File: src/rtl/syncnt_down_load.sv
// Loadable down-counter / one-shot timer: counts a loaded value down to zero, then flags tc.
// Optional periodic reload from a stored load value when SYNCNT_AUTORELOAD_EN is defined.
module syncnt_down_load #(
  parameter int unsigned W = 3
) (
  input  logic         clk,
  input  logic         nrst,
  input  logic         en,
  input  logic         load,
  input  logic [W-1:0] d,
  output logic [W-1:0] q,
  output logic         zero,
  output logic         busy,
  output logic         tc
);

  typedef enum logic [1:0] {
    IDLE = 2'b00,
    RUN  = 2'b01,
    DONE = 2'b10
  } state_t;

  localparam logic [W-1:0] ONE = W'(1);

  state_t       state, state_n;
  logic [W-1:0] q_n;

`ifdef SYNCNT_AUTORELOAD_EN
  logic [W-1:0] rl;

  always_ff @(posedge clk or negedge nrst) begin
    if (!nrst)     rl <= '0;
    else if (load) rl <= d;
  end
`endif

  always_comb begin
    state_n = state;
    q_n     = q;
    if (load) begin
      q_n     = d;
      state_n = (d != '0) ? RUN : IDLE;
    end else begin
      unique case (state)
        IDLE: ;
        RUN: begin
          if (en) begin
            // q<=1 covers the never-expected q==0 in RUN without underflowing
            if (q <= ONE) begin
              q_n     = '0;
              state_n = DONE;
            end else begin
              q_n = q - ONE;
            end
          end
        end
        DONE: begin
`ifdef SYNCNT_AUTORELOAD_EN
          if (en) begin
            q_n     = rl;
            state_n = (rl != '0) ? RUN : IDLE;
          end
`else
          state_n = IDLE;
`endif
        end
        default: state_n = IDLE;
      endcase
    end
  end

  // busy/tc are registered copies of the next-state decode so they leave flops directly
  always_ff @(posedge clk or negedge nrst) begin
    if (!nrst) begin
      state <= IDLE;
      q     <= '0;
      busy  <= 1'b0;
      tc    <= 1'b0;
    end else begin
      state <= state_n;
      q     <= q_n;
      busy  <= (state_n == RUN);
      tc    <= (state_n == DONE);
    end
  end

  assign zero = (q == '0);

endmodule

File: config.mk
export PLATFORM = sky130hd
export DESIGN_NAME = syncnt_down_load
export DESIGN_NICKNAME = d
export VERILOG_FILES = /design/src/rtl/syncnt_down_load.sv
export SDC_FILE = /design/constraint.sdc
export NUM_CORES = 1
export LEC_CHECK = 0
export CORE_AREA = 2 2 39 41
export DETAILED_ROUTE_END_ITERATION = 6
export DIE_AREA = 0 0 41 43
export GPL_TIMING_DRIVEN = 1
export PLACE_DENSITY = 0.56
export SYNTH_ARGS = -nofsm -noshare
export SYNTH_HDL_FRONTEND = slang
export SYNTH_SLANG_ARGS = --single-unit
File: constraint.sdc
create_clock -name clk -period 1.5 [get_ports clk]
set_clock_uncertainty 0.05 [all_clocks]
set_input_delay 0.45 -clock clk [delete_from_list [all_inputs] [get_ports clk]]
set_output_delay 0.45 -clock clk [all_outputs]
set_load 0.02 [all_outputs]
Yosys cells after proc, flatten, opt, wreduce, memory -nomap -nowiden
Index checks and enable logic that the tools add are counted.
Widths: inputs -> output; s select.
{"block": "word_totals", "reg_bits": 7, "in_bits": 7, "out_inout_bits": 6}
{"block": "op_classes", "addsub": 1, "magnitude_cmp": 1, "n_eq_ne": 3, "muxes": 9, "reduce_logical": 6}
{"cell": "$mux 3", "n": 4}
{"cell": "$mux 2", "n": 3}
{"cell": "$eq 2x1->1 const B", "n": 2}
{"cell": "$pmux 2 s2", "n": 1}
{"cell": "$reduce_bool 2->1", "n": 2}
{"cell": "$le 3x1->1 const B", "n": 1}
{"cell": "$logic_not 3->1", "n": 1}
{"cell": "$reduce_bool 3->1", "n": 1}
{"cell": "$sub 3x1->3 const B", "n": 1}
{"cell": "$eq 2x2->1 const B", "n": 1}
{"cell": "$logic_not 2->1", "n": 1}
{"cell": "$reduce_and 2->1", "n": 1}
{"cell": "$mux 1", "n": 1}

Longest topological paths before layout
{"block": "depth", "depth_word": 6, "ltp_mapped": 5}

Worst setup path before layout
No wires, ideal clock.
{"block": "synth_path", "kind": "flip-flop to flip-flop", "from": "register q[1]", "to": "register q[2]", "setup_time_ps": 69, "arrival_time_ps": 1541, "path_slack_ps": -160, "path_stages_with_launch": 6, "n_path_buf": 0, "synth_period_minus_slack_ps": 1660, "cell_sequence": "dfrtp_1 inv_1 ha_1 o21ba_2 or4b_1 nand3_1"}
{"block": "synth_between", "elab_chain_cells": 5, "word_cells_on_any_way": 6, "cone_classes": "add/sub (1); order compare (1); mux (4)"}
{"item": "start, declared", "line": "11", "text": "output logic [W-1:0] q,"}
{"item": "start signal, assigned", "line": "81", "text": "q <= q_n;"}
{"item": "$sub 3x1->3 / $le 3x1->1 (equally long branches)", "line": "53, 49"}
{"item": "$mux 3 (*)", "line": "49", "text": "if (q <= ONE) begin"}
{"item": "$mux 3 (*)", "line": "47", "text": "if (en) begin"}
{"item": "$mux 3 (*)", "line": "44", "text": "unique case (state)"}
{"item": "$mux 3 (*)", "line": "40", "text": "if (load) begin"}
Every way passes the cells marked *; elsewhere a longest branch is shown, timed or not. The select of a mux whose other input is x is not followed.
A chain may end at the register's enable or synchronous reset.

Worst setup path after layout
{"block": "layout_path", "from": "register q[1]", "to": "output zero"}
{"block": "layout_between", "elab_chain_cells": 1}
{"item": "$logic_not 3->1", "line": "87", "text": "assign zero = (q == '0);"}
{"item": "end, declared", "line": "12", "text": "output logic zero,"}
Every way passes these cells.

==> summary.md <==
| Metric | Value |
|---|---|
| # nets final | `78` |
| Synth Flop Type | `dfrtp_1` |
| Port bufs | `12` |
| Core Rows | `14` |
| Period utilization | `106%` |
| Pleak | `0.323 nW` |
| Vias in the first global route | `approximately 380` |
| Peak VDD IR | `~0.00042 V` |
| Max Cap Violations | `0` |
| DR DRC count | `0` |
| Placed insts | `76` |
| Fmax | `roughly 0.63 GHz` |
| Finished Cell Area | `slightly above 700 µm²` |
| Area grow syn2layout | `83.9%` |
| Placed Instance Area | `about 630 µm²` |
| Number of I/O pins | `13` |
| Worst path required time | `1000 ps` |
| Root Driver | `clkbuf_4` |
| Largest net degree at the start of global routing | `10` |
| Clk Latency, worst-skew pair | `~250 ps` |
| DP HPWL | `between 700 and 800 µm` |
| Congestion Overflow GR | `0` |
| H-tree depth | `1` |
| First-pass GRT wire length | `1570 µm` |
| RSZ-0062 raised after global routing | `yes` |
| DR vias | `about 400` |
| Violated checks | `setup timing` |
| Crit path buf inv count | `2` |
| CP max stage cell | `dfrtp_2` |
| EDFF count, synth | `0` |
| Critical Path Sink Type | `primary output` |
| Routability Congestion | `about 0.72` |
| Maximum clock insertion buffer count | `2` |
| Non-filler cells, final | `83` |
| Crit path largest cell delay | `around 400 ps` |
| Worst reg2reg endpoint | `q[2]` |
| Core ar. | `between 1000 and 1500 µm²` |
| R2r setup slk | `-80 ps` |
| Routed WL | `1020 µm` |
| Critical path class | `register to primary output` |
| CTS tree | `built` |
| Post-Synthesis Cells | `37` |
| Final hold violations | `0` |
| PD cells | `just over 900 nW/µm²` |
| Crit path from | `q[1]` |
| Reg-to-Reg Start | `q[1]` |
| Seq cells post-synth | `7` |
| Top-count cell post-synth | `dfrtp_1` |
| Setup violators final | `3` |
| Cell taking the most area after synthesis | `dfrtp_1` |
| Worst setup margin | `-96.8 ps` |
| Critical Path Source Type | `register` |
| Antenna violations before repair | `0` |
| Ys async rst share | `100%` |
| CP Max Fanout | `2` |
| Die height | `between 40 and 50 µm` |
| Fraction of layout instances using a drive strength above 1 | `a little under half` |
| WHS | `between 400 and 500 ps` |
| Antenna violation net count after detailed routing | `0` |
| Worst-Margin Slew | `376 ps` |
| Die Area | `roughly 1800 µm²` |
| Routed WL per cell | `~12 µm` |
| Total GRT Usage | `between 10% and 20%` |
| Top-area cell type share of the netlist area | `45.0%` |
| Syn Area/Cell | `10.5 µm²` |
| Starting Density | `~28%` |
| 1st-iter DRT viols | `1` |
| Type of the worst min-delay path | `input port to async pin` |
| 1st-pass router iterations | `2` |
| Vias/cell | `approximately 4.9` |
| Fill cells | `around 130` |
| Synth warnings | `0` |
| Die width | `roughly 41 µm` |
| R2R cell count | `6` |
| Clk slew on worst S/H paths | `60 ps` |
| Final Max Slew Viols | `0` |
| Outcome | `complete, but fails checks` |
| Unique cell type count in the Yosys netlist | `18` |
| Worst relative slew slack | `between 70% and 80%` |
| CTS buffer count | `3` |
| Number of diodes | `0` |
| Post-synthesis sequential area ratio | `a little under half` |
| Post-Syn Nets | `between 40 and 50` |
| Crit path time final | `between 1500 and 2000 ps` |
| Crit path max-delay family | `flip-flops` |
| Post-synth top cells | `dfrtp_1 (7), inv_1 (4), o41ai_1 (4)` |
| Clk sinks | `7` |
| Mapped cell area | `between 300 and 400 µm²` |
| WP data arrival | `1100 ps` |
| Synth area leaders | `dfrtp_1 (45%), ha_1 (9.6%), o41ai_1 (9.0%), nor2b_1 (4.8%), a22oi_1 (3.9%)` |
| Crit-path cells | `inv_2 -> ha_4 -> nor2b_4 -> buf_6` |
## logic make-up (layout without fill, tap and decap cells)
group	Yosys count	after routing	share of synthesized area, %
adders and majority gates	3	3	9.65
AOI/OAI and AO/OA	9	9	18.6
DFF	7	7	45.0
and+or+nand+nor	13	13	21.9
buffers and inverters	5	35	4.82
## cells in the final DEF (no fill, tap or decap), drive strengths merged
| cell | instances |
|---|---|
| clkbuf | 5 |
| ha | 3 |
| nor3b | 1 |
| or4b | 1 |
| nand4b | 1 |
| nor2 | 1 |
| o41ai | 4 |
| a22oi | 2 |
| o31ai | 1 |
| buf | 18 |
| inv | 4 |
| nand2 | 1 |
| a21oi | 1 |
| nand3b | 2 |
| nor4 | 2 |
| dlygate4sd2 | 2 |
| nand3 | 1 |
| o21ba | 1 |
| clkdlybuf4s50 | 6 |
| dfrtp | 7 |
| nor2b | 3 |
## routing by layer
layer / GRT usage, % / up-vias / wire, µm
met4: 10.0 / 0 / 23
met5: 0 / - / 0
met2: 20.0 / 9 / 473
li1: - / 200 / -
met3: 3.14 / 4 / 53
met1: 16.8 / 191 / 466
## flip-flops by register name (all words and copies together), names as in the netlist
name and cells:
busy 1, q 3, state 2, tc 1
## worst reg2reg max path, cell delays in order, from the launching register on
cell     delay [ps]
dfrtp_2         360
inv_2            50
buf_4           140
ha_4            150
o21ba_4         240
or4b_1          430
nand3_1          90
## area by class of cell
cell class              count  area [µm²]  area share (%)
clock buffers               4        26.3            3.67
inverters                   4        15.0            2.10
flip-flops and latches      7         178            24.8
multi-input cells          25         246            34.4
well taps                  16        20.0            2.80
repair buffers             27         230            32.2
## how the worst max path moves through the flow
| stage | end | slack [ps] | cells after the start |
|---|---|---|---|
| final | zero | -100 | 4 |
| after global routing | zero | -140 | 4 |
| after CTS | zero | -130 | 4 |
| after detailed placement | q[2] | -290 | 4 |
| after global placement | q[2] | -310 | 4 |
| after floorplan | q[2] | -0.9 | 5 |
## power by group
part | total (mW) | internal, mW | leakage [nW] | switching, mW
logic | 0.266 | 0.146 | 0.224 | 0.120
registers | 0.223 | 0.209 | 0.0846 | 0.0141
clock network | 0.175 | 0.102 | 0.0150 | 0.0735
## repair_timing
item,4_1_cts,5_1_grt
setup buffers,0,3
gates resized for setup,16,14
hold endpoints to repair,0,0
pin swaps,0,3
setup endpoints to repair,7,6
hold buffers,0,0
## through the flow
step / setup slack (ps) / setup TNS (ps) / power [mW] / utilization, %
after CTS: -127 / -232 / 0.618 / 46.1
final: -96.8 / -207 / 0.665 / 51.7
after floorplan: -0.880 / -0.880 / 0.331 / -
after global routing: -143 / -314 / 0.707 / 51.7
after detailed placement: -294 / -1530 / 0.457 / 45.5
after global placement: -311 / -1620 / 0.456 / 45.5
(Power assumes the default switching activity.)
